$ cat config.mk
export PLATFORM = sky130hd
export DESIGN_NAME = ld_st_serial_tx_flat
export DESIGN_NICKNAME = d
export VERILOG_FILES = /design/src/rtl/ld_st_serial_tx_pkg.sv /design/src/rtl/ld_st_serial_tx_if.sv /design/src/rtl/ld_st_serial_tx_bit_timer.sv /design/src/rtl/ld_st_serial_tx.sv /design/src/flat_wrapper.sv
export SDC_FILE = /design/constraint.sdc
export NUM_CORES = 1
export LEC_CHECK = 0
export CORE_MARGIN = 2
export CORE_UTILIZATION = 34
export DETAILED_ROUTE_END_ITERATION = 8
export PLACE_DENSITY = 0.68
export SLEW_MARGIN = 20
export SYNTH_ARGS = -nofsm -noshare
export SYNTH_HDL_FRONTEND = slang
export SYNTH_SLANG_ARGS = --single-unit
$ cat constraint.sdc
create_clock -name clk -period 1.6 [get_ports clk]
set_clock_uncertainty 0.2 [all_clocks]
set_input_delay 0.48 -clock clk [delete_from_list [all_inputs] [get_ports clk]]
set_output_delay 0.48 -clock clk [all_outputs]
set_load 0.02 [all_outputs]
$ cat src/rtl/ld_st_serial_tx_pkg.sv
// Shared types for the load/store serial transmitter.
// State encoding and line-level constants.
package ld_st_pkg;

  typedef enum logic [2:0] {
    IDLE,
    START,
    DATA,
    PARITY,
    STOP
  } state_t;

  localparam logic LINE_IDLE = 1'b1;
  localparam logic START_BIT = 1'b0;

endpackage

$ cat src/rtl/ld_st_serial_tx_if.sv
// Register-side handshake and serial line bundle.
// Ports: ld, din (to tx); ready, sout, sout_n, done (from tx).
interface ld_st_serial_tx_if #(
  parameter int WIDTH = 8
);

  logic             ld;
  logic [WIDTH-1:0] din;
  logic             ready;
  logic             sout;
  logic             sout_n;
  logic             done;

  modport master (
    output ld, din,
    input  ready, sout, sout_n, done
  );

  modport slave (
    input  ld, din,
    output ready, sout, sout_n, done
  );

endinterface

$ cat src/rtl/ld_st_serial_tx_bit_timer.sv
// Modulo-DIV bit timer; tick marks the last clock of a bit.
// Ports: clk, clr (async high), restart (hold at 0), tick.
module ld_st_bit_timer #(
  parameter int DIV = 4
) (
  input  logic clk,
  input  logic clr,
  input  logic restart,
  output logic tick
);

  localparam int CW = (DIV > 1) ? $clog2(DIV) : 1;

  logic [CW-1:0] cnt;

  assign tick = (cnt == CW'(DIV - 1));

  always_ff @(posedge clk or posedge clr) begin
    if (clr) begin
      cnt <= '0;
    end else if (restart || tick) begin
      cnt <= '0;
    end else begin
      cnt <= cnt + CW'(1);
    end
  end

endmodule

$ cat src/rtl/ld_st_serial_tx.sv
// Framed MSB-first parallel-to-serial transmitter.
// Ports: clk, clr (async high), bus (slave: ld, din, ready,
// sout, sout_n, done). Macro LD_ST_SERIAL_TX_PARITY_EN adds
// an even-parity bit between DATA and STOP.
module ld_st_serial_tx
  import ld_st_pkg::*;
#(
  parameter int WIDTH = 8,
  parameter int DIV   = 4
) (
  input logic              clk,
  input logic              clr,
  ld_st_serial_tx_if.slave bus
);

  localparam int IW = $clog2(WIDTH + 1);

  state_t           state, state_n;
  logic [WIDTH-1:0] shreg, shreg_n;
  logic [IW-1:0]    idx, idx_n;
  logic             sout_q, sout_d;
  logic             sout_n_q;
  logic             tick;
  logic             restart;
`ifdef LD_ST_SERIAL_TX_PARITY_EN
  logic             par_q, par_d;
`endif

  // Timer sits at zero while idle so START gets a full bit.
  assign restart = (state == IDLE);

  ld_st_bit_timer #(
    .DIV(DIV)
  ) u_timer (
    .clk     (clk),
    .clr     (clr),
    .restart (restart),
    .tick    (tick)
  );

  always_comb begin
    state_n = state;
    shreg_n = shreg;
    idx_n   = idx;
`ifdef LD_ST_SERIAL_TX_PARITY_EN
    par_d   = par_q;
`endif
    unique case (state)
      IDLE: begin
        if (bus.ld) begin
          state_n = START;
          shreg_n = bus.din;
          idx_n   = '0;
`ifdef LD_ST_SERIAL_TX_PARITY_EN
          par_d   = ^bus.din;
`endif
        end
      end
      START: begin
        if (tick) state_n = DATA;
      end
      DATA: begin
        if (tick) begin
          shreg_n = {shreg[WIDTH-2:0], 1'b0};
          idx_n   = idx + IW'(1);
          if (idx == IW'(WIDTH - 1)) begin
`ifdef LD_ST_SERIAL_TX_PARITY_EN
            state_n = PARITY;
`else
            state_n = STOP;
`endif
          end
        end
      end
`ifdef LD_ST_SERIAL_TX_PARITY_EN
      PARITY: begin
        if (tick) state_n = STOP;
      end
`endif
      STOP: begin
        if (tick) state_n = IDLE;
      end
      default: state_n = IDLE;
    endcase
  end

  // Line level is decoded from the next state so the
  // registered output lines up with the state it belongs to.
  always_comb begin
    sout_d = LINE_IDLE;
    unique case (state_n)
      START:  sout_d = START_BIT;
      DATA:   sout_d = shreg_n[WIDTH-1];
`ifdef LD_ST_SERIAL_TX_PARITY_EN
      PARITY: sout_d = par_d;
`endif
      default: sout_d = LINE_IDLE;
    endcase
  end

  always_ff @(posedge clk or posedge clr) begin
    if (clr) begin
      state    <= IDLE;
      shreg    <= '0;
      idx      <= '0;
      sout_q   <= LINE_IDLE;
      sout_n_q <= ~LINE_IDLE;
`ifdef LD_ST_SERIAL_TX_PARITY_EN
      par_q    <= 1'b0;
`endif
    end else begin
      state    <= state_n;
      shreg    <= shreg_n;
      idx      <= idx_n;
      sout_q   <= sout_d;
      sout_n_q <= ~sout_d;
`ifdef LD_ST_SERIAL_TX_PARITY_EN
      par_q    <= par_d;
`endif
    end
  end

  assign bus.ready  = (state == IDLE);
  assign bus.done   = (state == STOP) && tick;
  assign bus.sout   = sout_q;
  assign bus.sout_n = sout_n_q;

endmodule

$ cat src/flat_wrapper.sv
// flat-port wrapper written by rule: the top's interface ports become plain ports
module ld_st_serial_tx_flat import ld_st_pkg::*;
#(
  parameter int WIDTH = 8,
  parameter int DIV   = 4
)
  (clk, clr, bus_ld, bus_din, bus_ready, bus_sout, bus_sout_n, bus_done);
  ld_st_serial_tx_if #(.WIDTH(WIDTH)) bus_i ();
  input logic clk;
  input logic clr;
  input wire logic [$bits(bus_i.ld)-1:0] bus_ld;
  input wire logic [$bits(bus_i.din)-1:0] bus_din;
  output wire logic [$bits(bus_i.ready)-1:0] bus_ready;
  output wire logic [$bits(bus_i.sout)-1:0] bus_sout;
  output wire logic [$bits(bus_i.sout_n)-1:0] bus_sout_n;
  output wire logic [$bits(bus_i.done)-1:0] bus_done;
  assign bus_i.ld = bus_ld;
  assign bus_i.din = bus_din;
  assign bus_ready = bus_i.ready;
  assign bus_sout = bus_i.sout;
  assign bus_sout_n = bus_i.sout_n;
  assign bus_done = bus_i.done;
  ld_st_serial_tx #(.WIDTH(WIDTH), .DIV(DIV)) u_core (.clk(clk), .clr(clr), .bus(bus_i));
endmodule
# [After elaboration in Yosys (flattened, before gate mapping)]
# Index checks and enable logic that the tools add are counted.
[word_totals] regBits=19 latch_bits=0 ram_bits=0 rom_bits=0 inputBits=11 out_inout_bits=4 wordCells=38 mem_count=0
[classes] add_sub_neg=2 n_mul=0 n_div=0 magnitude_cmp=0 eq_ne=9 shifts=0 n_mux=14 bitwise_logic=1 n_reduce_logical=5
[ops] operator="$mux W8" n=2
[ops] operator="$pmux W8 S2" n=1
[ops] operator="$mux W3" n=5
[ops] operator="$pmux W3 S4" n=1
[ops] operator="$mux W4" n=2
[ops] operator="$pmux W4 S2" n=1
[ops] operator="$eq A3 B1 Y1 const B" n=2
[ops] operator="$eq A3 B2 Y1 const B" n=2
[ops] operator="$add A4 B1 Y4 const B" n=1
[ops] operator="$eq A4 B3 Y1 const B" n=1
[ops] operator="$eq A3 B3 Y1 const B" n=1
[ops] operator="$logic_not A3 Y1" n=1
[ops] operator="$reduce_and A3 Y1" n=1
[ops] operator="$add A2 B1 Y2 const B" n=1
[ops] operator="$eq A2 B2 Y1 const B" n=1
[ops] operator="$mux W2" n=1
[ops] operator="$ne A2 B1 Y1 const B" n=1
[ops] operator="$ne A2 B2 Y1 const B" n=1
[ops] operator="$pmux W1 S2" n=1
[ops] operator="$reduce_bool A2 Y1" n=1
[ops] operator="$logic_and A1 B1 Y1" n=1
[ops] operator="$logic_or A1 B1 Y1" n=1
[ops] operator="$not A1 Y1" n=1

# [Logic depth before layout (Yosys ltp)]
# Gate-level depths: netlist of run 1.
[depth] depth_word=7 mapped_depth=6 ltp_nobuf=4

# [Modules after synthesis]
# Synthesis of run 1 repeated with hierarchy kept, for this count alone.
[hier_totals] cells_unflattened=86 hier_area_um2=947.2
[by_module_without_submodules] mod="ld_st_serial_tx" n_inst=1 cells_each=80 area_each_um2=858.3 seq_area_each_um2=426.7
[by_module_without_submodules] mod="ld_st_bit_timer" n_inst=1 cells_each=6 area_each_um2=88.8 seq_area_each_um2=50.0

# [Worst setup path after synthesis of run 1]
# No wires, ideal clock.
[synth_path] kind="register to output" from="register u_core.u_timer.cnt[0]" to="output bus_done" arrival_ps=1112 t_required_ps=920 setup_slack_ps=-192 path_stages_with_launch=5 n_path_buf=1 cell_sequence="dfrtp_1 -> ha_1 -> buf_4 -> nand2_1 -> nor3_1"
[synth_via] elab_chain_cells=2
[synth_rtl] item="from (decl)" line="ld_st_serial_tx_bit_timer.sv:14" text="logic [CW-1:0] cnt;"
[synth_rtl] item="from (signal assigned)" line="ld_st_serial_tx_bit_timer.sv:24" text="cnt <= cnt + CW'(1);"
[synth_rtl] item="$eq A2 B2 Y1" line="ld_st_serial_tx_bit_timer.sv:16" text="assign tick = (cnt == CW'(DIV - 1));"
[synth_rtl] item="$logic_and A1 B1 Y1" line="ld_st_serial_tx.sv:124" text="assign bus.done = (state == STOP) && tick;"
[synth_rtl] item="to (decl)" line="flat_wrapper.sv:16" text="output wire logic [$bits(bus_i.done)-1:0] bus_done;"
# No other way between the ends.

# [Final worst setup path of run 1]
# Ends and elaborated chain as after synthesis.

==> out/qor.txt, run 1 <==
status: finished with violations
failing checks: negative setup slack
die height: 56.19 um
fmax: 0.5362 GHz
synth unique cells: 31
number of synthesis warnings: 0
Syn Area/Cell: 11.43 um2
P_leak: 0.5646 nW
vias in the first global route: 762
total power: 0.001887 W
grt total ovfl: 0
drt drc: 0
first-pass GRT wire length: 3.415 mm
ANT nets after route: 0
relative slew slack: 0.7960
Hold Buf Count CTS: 0
placed instance area: 1184 um2
Rows: 18
worst vdd ir: 927.7 uV
most common cell after layout, fill and taps aside: dfrtp_1
syn nets: 94
total track usage: 0.1381
Worst Max-Slew Pin Slew: 0.3060 ns
CP required: 0.92 ns
critical-path cell list: ha_2 > nand2_1 > nor3_2 > buf_4
via count: 740
Final Hold Fails: 0
Detailed Route Iter0 Violations: 12
period utilization: 1.166
worst-skew pair later-pin latency: 0.31 ns
CTS tree: yes
WS Path Type: register to primary output
register area share after synthesis: 0.5149
Slowest Stage Delay on Critical Path: 0.38 ns
endpoint class of the critical path: primary output
Max clock buf depth: 2
most frequent cells in the layout: dfrtp_1, buf_4, clkdlybuf4s50_1
initial antenna violation count: 0
main area contributors after synthesis: dfrtp_1, a221o_1, dfstp_2
power density relative to cell area: 1442 nW/um2
aggregate negative setup slack: -1.582 ns
Num Clock Sinks: 19
Worst Path Max Fanout: 2
Root Driver: clkbuf_4
number of inserted diodes: 0
critical path launch point type: register
area grow syn2layout: 41.35%
Hold WC Path Type: register to register
hpwl dp: 1.327 mm
CP max-delay cell: dfrtp_1
largest net degree at the start of global routing: 20
DR vias/cell: 5.248
RSZ-0062 raised after global routing: yes
DIE AREA: 3157 um2
post-DR wirelength/cell: 13.84 um
placer congestion estimate: 0.7639
crit path DAT: 1.19 ns
core area: 2522 um2
number of port buffers: 14
I/O Pins: 15
CTS Buf Count: 3
Final Max Tran Viols: 0
fin crit period: 1.865 ns
fin area: 1309 um2
Mapped Area: 925.9 um2
H-tree levels: 1
Synth area leader: dfrtp_1
Max Cap Viol: 0
First-pass DRT Iterations: 4
Syn Inst Count: 81
register bit total from synthesis: 19
Synth top area share: 0.4865
Setup-failing EPs final: 16
Clock Pin Slew Worst Setup and Hold Paths: 0.12 ns
Final WS setup: -0.2651 ns
layout cells sized above 1: 0.3694
Initial Util: 0.3671
DRT Wirelength: 1.951 mm
Die X-Extent: 56.19 um
Final nets: 125
## through the flow
step           instances  worst slack, ns    util  hold WS (ns)
2_1_floorplan         81         -0.02173       -        0.2150
3_3_place_gp         133          -0.4256  0.4692        0.2220
6_report             141          -0.2651  0.5188        0.2531
4_1_cts              142          -0.2713  0.5184        0.2518
3_5_place_dp         133          -0.4528  0.4692        0.2328
5_1_grt              141          -0.3902  0.5188        0.2574
## power breakdown
| group | internal (W) | switching [W] | total (W) |
|---|---|---|---|
| Clock | 0.0000935 | 0.000163 | 0.000256 |
| Sequential | 0.000660 | 0.0000976 | 0.000758 |
| Combinational | 0.000466 | 0.000407 | 0.000873 |
| Total | 0.00122 | 0.000668 | 0.00189 |
## worst paths after layout
check | slack (ns) | from | end | cells after the start
setup / recovery | -0.27 | u_core.u_timer.cnt[0] | bus_done | 4
hold / removal | 0.25 | u_core.u_timer.cnt[0] | u_core.u_timer.cnt[0] | 1
setup reg to reg | -0.15 | u_core.u_timer.cnt[0] | u_core.shreg[4] | 5
hold reg to reg | 0.25 | u_core.u_timer.cnt[0] | u_core.u_timer.cnt[0] | 1
max in group asynchronous | 0.72 | clr | u_core.bus.sout | 3
min in group asynchronous | 0.27 | clr | u_core.shreg[2] | 3
## critical path: cells and delay by family (launching register included)
family                     cells  cell delay (ns)
adders and majority gates      1             0.18
buffers and inverters          1             0.15
DFF                            1             0.38
and+or+nand+nor                2             0.15
## cell type report
type | instances | area, um2
inverter | 7 | 26.28
clock buffer | 3 | 22.52
clock inverter | 1 | 5.005
fill | 237 | 1214
timing repair buffer | 32 | 290.3
tap | 30 | 37.54
multi-input combinational | 49 | 450.4
sequential | 19 | 476.7
## Yosys cell counts
master and count:
or4_1 1, ha_1 2, dfrtp_1 18, a22oi_2 1
inv_1 7, a2111oi_2 1, or2_1 1, or3_1 2
nor3_1 3, nand3_1 2, nand3b_1 1, a21oi_1 3
and4b_1 1, nor2_1 5, buf_2 1, a22oi_1 3
buf_4 3, nor4b_4 1, a31oi_1 1, o21ai_0 5
mux2i_1 1, buf_6 2, a22o_1 2, nand4bb_1 2
a31o_1 1, a221o_1 3, nor3b_1 1, dfstp_2 1
and4bb_2 1, nand2_1 4, o41ai_2 1
## repair_timing
action	CTS	global route
setup endpoints to repair	20	20
gates resized for setup	35	1
setup buffers	5	1
pin swaps	8	2
## sequential cells by signal, indices dropped and copies added, names as in the netlist
name	flops
u_core.u_timer.cnt	2
u_core.shreg	8
u_core.bus.sout	1
u_core.idx	4
u_core.state	3
u_core.bus.sout_n	1
## routing by layer
metal | routed length, um | GRT usage | up-vias
li1 | - | - | 356
met1 | 859 | 0.1672 | 365
met3 | 102 | 0.05349 | 2
met5 | 0 | 0 | -
met2 | 979 | 0.2319 | 17
met4 | 10 | 0.03061 | 0
## cell families (layout without fill, tap and decap cells)
group,after synthesis,after routing,synth area share
AND/OR/NAND/NOR,25,25,0.1824
AO/OA/AOI/OAI,21,21,0.1824
flip-flops,19,19,0.5149
buffers and inverters,13,43,0.08243
adder cells (fa/ha/maj),2,2,0.02702
multiplexers,1,1,0.01081
(Power assumes the default switching activity.)
==> inputs of run 2 (changes only) <==
HOLD_SLACK_MARGIN = 0.02   (was default)
==> results of run 2 <==
The final DEF is identical to that of run 1; final timing and power are the same.
==> inputs of run 3 (changes only) <==
CORE_UTILIZATION = 45   (was 34)
PLACE_DENSITY = 0.83   (was 0.68)
==> run 3 against run 2 <==
Effect of this change:
- cell area rose by 3.3%
- via count rose by 3.9%
- critical path type unchanged
- flip-flop and latch count did not move
- the flow still finishes with violations (negative setup slack)
- sequential power barely moved
- fmax barely moved
- core utilization rose by 18 points
- worst setup slack barely moved
- hold slack got worse by 0.091 ns
- global-route usage rose by 5.3 points
==> out/qor.txt, run 3 (synthesis gave the netlist of run 1 again) <==
worst vdd ir: 929.3 uV
Hold Buf Count CTS: 0
Final nets: 130
Max Cap Viol: 0
CP required: 0.92 ns
most common cell after layout, fill and taps aside: buf_4
layout cells sized above 1: 0.4224
Max clock buf depth: 2
fin crit period: 1.865 ns
WS Path Type: register to primary output
total power: 0.001991 W
fin area: 1353 um2
I/O Pins: 15
critical path launch point type: register
DIE AREA: 2436 um2
DRT Wirelength: 2.121 mm
Min Hold Slack: 0.1617 ns
Rows: 16
critical-path cell list: ha_2 > nand2_1 > nor3_2 > buf_4
CP max-delay cell: dfrtp_1
first-pass GRT wire length: 3.505 mm
total track usage: 0.1914
grt total ovfl: 0
RSZ-0062 raised after global routing: yes
worst-skew pair later-pin latency: 0.30 ns
aggregate negative setup slack: -1.936 ns
crit path DAT: 1.18 ns
core area: 1942 um2
fmax: 0.5363 GHz
failing checks: negative setup slack
hpwl dp: 1.446 mm
Detailed Route Iter0 Violations: 16
max reg flops: 8
Initial Util: 0.4768
initial antenna violation count: 0
via count: 769
Most flops, register: u_core.shreg
largest registers: u_core.shreg: 8 flops, u_core.idx: 4 flops, u_core.state: 3 flops
Final Core Density: 0.6965
endpoint class of the critical path: primary output
drt drc: 0
Clock Pin Slew Worst Setup and Hold Paths: 0.12 ns
period utilization: 1.165
Hold WC Path Type: input pin to asynchronous set/reset pin
relative slew slack: 0.7898
Setup-failing EPs final: 19
CTS tree: yes
largest net degree at the start of global routing: 11
Root Driver: clkbuf_4
placer congestion estimate: 0.7384
Worst Path Max Fanout: 2
number of port buffers: 14
die height: 49.36 um
filler cell count: 141
Num Clock Sinks: 19
Die X-Extent: 49.36 um
post-DR wirelength/cell: 14.83 um
Final WS setup: -0.2648 ns
CTS Buf Count: 3
vias in the first global route: 798
H-tree levels: 1
Worst Max-Slew Pin Slew: 0.3142 ns
Final Hold Fails: 0
Slowest Stage Delay on Critical Path: 0.36 ns
P_leak: 0.5905 nW
Final Max Tran Viols: 0
status: finished with violations
placed instance area: 1167 um2
most frequent cells in the layout: buf_4, dfrtp_1, clkdlybuf4s50_1
power density relative to cell area: 1472 nW/um2
ANT nets after route: 0
area grow syn2layout: 46.08%
DR vias/cell: 5.378
number of inserted diodes: 0
First-pass DRT Iterations: 4
run 3: cell count changes in the layout (fill, tap and decap cells not counted), sizes merged:
cell / change
dlygate4sd2: +1
clkbuf: +1
clkdlybuf4s50: -1
clkinv: -1
buf: +5
run 3: cell type report:
| cell class | count | area, um2 | area share |
|---|---|---|---|
| sequential | 19 | 476.7 | 0.3525 |
| inverter | 7 | 26.28 | 0.01943 |
| clock buffer | 4 | 26.28 | 0.01943 |
| tap | 27 | 33.78 | 0.02498 |
| timing repair buffer | 37 | 321.6 | 0.2377 |
| multi-input combinational | 49 | 467.9 | 0.3460 |
run 3: final timing paths:
check / from / endpoint / slack [ns] / depth (start not counted)
max: u_core.u_timer.cnt[0] / bus_done / -0.26 / 4
min: clr / u_core.shreg[7] / 0.16 / 2
max reg2reg: u_core.u_timer.cnt[1] / u_core.idx[0] / -0.14 / 6
min reg2reg: u_core.shreg[0] / u_core.shreg[0] / 0.33 / 1
max in group asynchronous: clr / u_core.idx[3] / 0.66 / 3
min in group clk: u_core.shreg[0] / u_core.shreg[0] / 0.33 / 1
run 3: where the power goes:
part	internal [W]	total (W)	leakage, nW	switching [W]
logic	0.000538	0.000986	0.337	0.000448
registers	0.000660	0.000760	0.239	0.0000999
clock network	0.0000970	0.000245	0.0150	0.000148
total	0.00130	0.00199	0.590	0.000696
run 3: routing by layer:
layer / wire, um / share of wire / vias to the layer above / GRT usage
met3: 41 / 0.019 / 2 / 0.03681
met2: 1128 / 0.53 / 15 / 0.3559
met4: 15 / 0.0071 / 0 / 0.06667
met1: 936 / 0.44 / 386 / 0.2149
met5: 0 / 0 / - / 0
li1: - / - / 366 / -
run 3: repair_timing:
| action | 4_1_cts | 5_1_grt |
|---|---|---|
| endpoints found under the hold margin | 0 | 0 |
| setup buffers | 6 | 4 |
| cloned | 1 | 0 |
| endpoints found under the setup margin | 20 | 20 |
| gates resized for setup | 33 | 10 |
| pin swaps | 8 | 7 |
run 3: per-stage QoR:
step	instances	setup WS [ns]
after CTS	141	-0.2605
after floorplan	81	-0.02173
final	143	-0.2648
after global placement	130	-0.4317
after global routing	143	-0.3577
after detailed placement	130	-0.4738
run 3: critical path: cells and delay by family (launching register included):
family	cells	cell delay [ns]
adders and majority gates	1	0.18
buffers and inverters	1	0.16
DFF	1	0.36
and+or+nand+nor	2	0.19
==> RTL change: new RTL, flow settings as in run 1 <==
Add a define of `LD_ST_SERIAL_TX_PARITY_EN`.
--- a/src/rtl/ld_st_serial_tx.sv
+++ b/src/rtl/ld_st_serial_tx.sv
@@ -2,6 +2,8 @@
 // Ports: clk, clr (async high), bus (slave: ld, din, ready,
 // sout, sout_n, done). Macro LD_ST_SERIAL_TX_PARITY_EN adds
 // an even-parity bit between DATA and STOP.
+`define LD_ST_SERIAL_TX_PARITY_EN
+
 module ld_st_serial_tx
   import ld_st_pkg::*;
 #(
Function: same outputs for any inputs over 10 cycles, from zero or initial values; that may be too few to reach the edited logic, so the function may still have changed.
==> RTL change against run 1 <==
The flow still finishes with violations (negative setup slack); final area grew 22%; critical path depth grew 3; largest cell class is now multi-input combinational cells; sequential cell count grew 1; area after synthesis grew 13%; clock power grew 63%; sequential share of layout area shrank 5.1 points; power grew 48%; critical endpoint is now u_core.bus.sout; first-iteration DRC count grew 8.3%; wire length grew 26%; worst setup slack lost 120 ps; worst hold slack gained 25 ps; combinational power grew 74%; die area grew 12%.
==> RTL change: results (changes against run 1) <==
| Metric | Value |
|---|---|
| Outcome | `finished, violations left (unchanged)` |
| Failing checks | `negative setup slack (unchanged)` |
| Vias per cell | `4.97 (was 5.25)` |
| Maximum VDD drop | `0.755 mV (was 0.928 mV)` |
| Crit path arrival time | `2030 ps (was 1190 ps)` |
| Post-synth ARST share | `100% (unchanged)` |
| CTS buffer count | `3 (unchanged)` |
| First-pass GRT wire length | `3950 um (was 3420 um)` |
| Final WL | `2460 um (was 1950 um)` |
| Initial antenna violation count | `0 (unchanged)` |
| Total GRT Usage | `15.1% (was 13.8%)` |
| Slowest stage delay, CP | `380 ps (about the same)` |
| Biggest regs | `u_core.shreg: 8 flops, u_core.idx: 4 flops, u_core.state: 3 flops (unchanged)` |
| H-tree depth | `1 (unchanged)` |
| Area contributors post-synth | `dfrtp_1 46%, xnor2_1 6.7%, a22oi_1 5.0%, inv_1 4.7%, o21ai_1 3.8% (was dfrtp_1 49%, a221o_1 3.2%, dfstp_2 2.8%, inv_1 2.8%, ha_1 2.7%)` |
| YS warnings | `0 (unchanged)` |
| Nets | `157 (was 125)` |
| DRT Pass-1 Iters | `4 (unchanged)` |
| Final-layout fill cell count | `259 (was 237)` |
| Leading cell types by count after synthesis | `19 x dfrtp_1, 13 x inv_1, 8 x o21ai_1, 8 x xnor2_1, 7 x a22oi_1 (was 18 x dfrtp_1, 7 x inv_1, 5 x nor2_1, 5 x o21ai_0, 4 x nand2_1)` |
| Detailed router's first-iteration violation count | `13 (was 12)` |
| Leakage power | `0.000719 uW (was 0.000565 uW)` |
| Delay-heaviest family, CP | `flip-flops (unchanged)` |
| Seq/Total Area, Yosys | `48.1% (was 51.5%)` |
| Port bufs | `14 (unchanged)` |
| Largest net degree at the start of global routing | `21 (was 20)` |
| Share of cells above drive strength 1 | `42.0% (was 36.9%)` |
| HPWL after DPL | `1570 um (was 1330 um)` |
| Crit path max fanout | `4 (was 2)` |
| Distinct cells, synth | `33 (was 31)` |
| Finish-stage setup viols | `19 (was 16)` |
| Worst-Margin Slew | `313 ps (was 306 ps)` |
| Synth Flop Type | `dfrtp_1 (unchanged)` |
| Max clock buf depth | `2 (unchanged)` |
| Min-delay worst type | `in -> async (was reg -> reg)` |
| Root buf cell | `clkbuf_4 (unchanged)` |
| Global placer's final weighted congestion | `0.823 (was 0.764)` |
| ANT cells | `0 (unchanged)` |
| Clock transition at the registers of the reported paths | `120 ps (about the same)` |
| Final setup margin | `-384 ps (was -265 ps)` |
| Syn_nets | `113 (was 94)` |
| Slowest cell on crit path | `dfrtp_1 (unchanged)` |
| Worst-skew pair later-pin latency | `300 ps` |
| Vias in the first global route | `974 (was 762)` |
[RTL change: cell count changes in the layout (fill, tap and decap cells not counted), moves of 3 or more]
cell,run 1,this run
xnor2_1,0,7
nor2_2,0,3
o21ai_1,2,6
buf_6,4,15
a221o_1,3,0
inv_1,7,12
a22oi_1,3,6
[RTL change: worst min-delay path, cell delays in order]
cell and delay, ps:
clkdlybuf4s50_1 400, inv_1 90, buf_12 170
[RTL change: cell type report]
class | instances | share of cell area, %
clock inverter | 1 | 1.87
tap | 33 | 2.58
multi-input combinational | 61 | 33.0
sequential | 20 | 31.3
timing repair buffer | 45 | 26.8
inverter | 13 | 3.05
clock buffer | 3 | 1.41
[RTL change: path summary, 6_finish.rpt]
path,depth (start not counted),end,slack (ps),startpoint
min reg2reg,2,u_core.shreg[4],330,u_core.shreg[3]
max,7,u_core.bus.sout,-380,u_core.u_timer.cnt[0]
min,3,u_core.state[2],280,clr
max in group asynchronous,3,u_core.bus.sout,710,clr
min in group clk,2,u_core.shreg[4],330,u_core.shreg[3]
max reg2reg,7,u_core.bus.sout,-380,u_core.u_timer.cnt[0]
[RTL change: metrics by stage]
step	instances	instance area, um2	worst slack, ps	total power, uW	TNS, ps
finish	176	1600	-384	2790	-3820
global route	176	1600	-472	2990	-5240
CTS	174	1520	-384	2610	-3510
detailed placement	161	1360	-546	2010	-6180
global placement	161	1360	-499	1960	-5870
floorplan	100	1070	-297	1600	-691
[RTL change: report_power, final]
part / internal (uW) / switching [uW] / leakage (uW)
clock: 253 / 165 / 0.0000279
combinational: 847 / 670 / 0.000440
sequential: 730 / 127 / 0.000250
[RTL change: cell families (layout without fill, tap and decap cells)]
kind of cell               after synthesis  count (layout)  synth area share, %
muxes                                    2               2                 2.40
DFF                                     20              20                 48.1
xor gates and xnor gates                 9               9                 7.56
and+or+nand+nor                         22              22                 13.6
adders and majority gates                2               2                 2.40
buffers and inverters                   19              62                 8.52
AOI/OAI and AO/OA                       26              26                 17.4
[RTL change: per-layer routing]
layer,global-route usage (%),wire length (um),up-vias
li1,-,-,424
met1,15.4,942,424
met2,28.1,1380,21
met3,4.15,91,5
met4,7.14,49,0
met5,0,0,-
[RTL change: repair_timing]
| action | in CTS | in global routing |
|---|---|---|
| setup endpoints to repair | 20 | 20 |
| setup buffers | 9 | 5 |
| pin swaps | 6 | 6 |
| gates resized for setup | 36 | 15 |
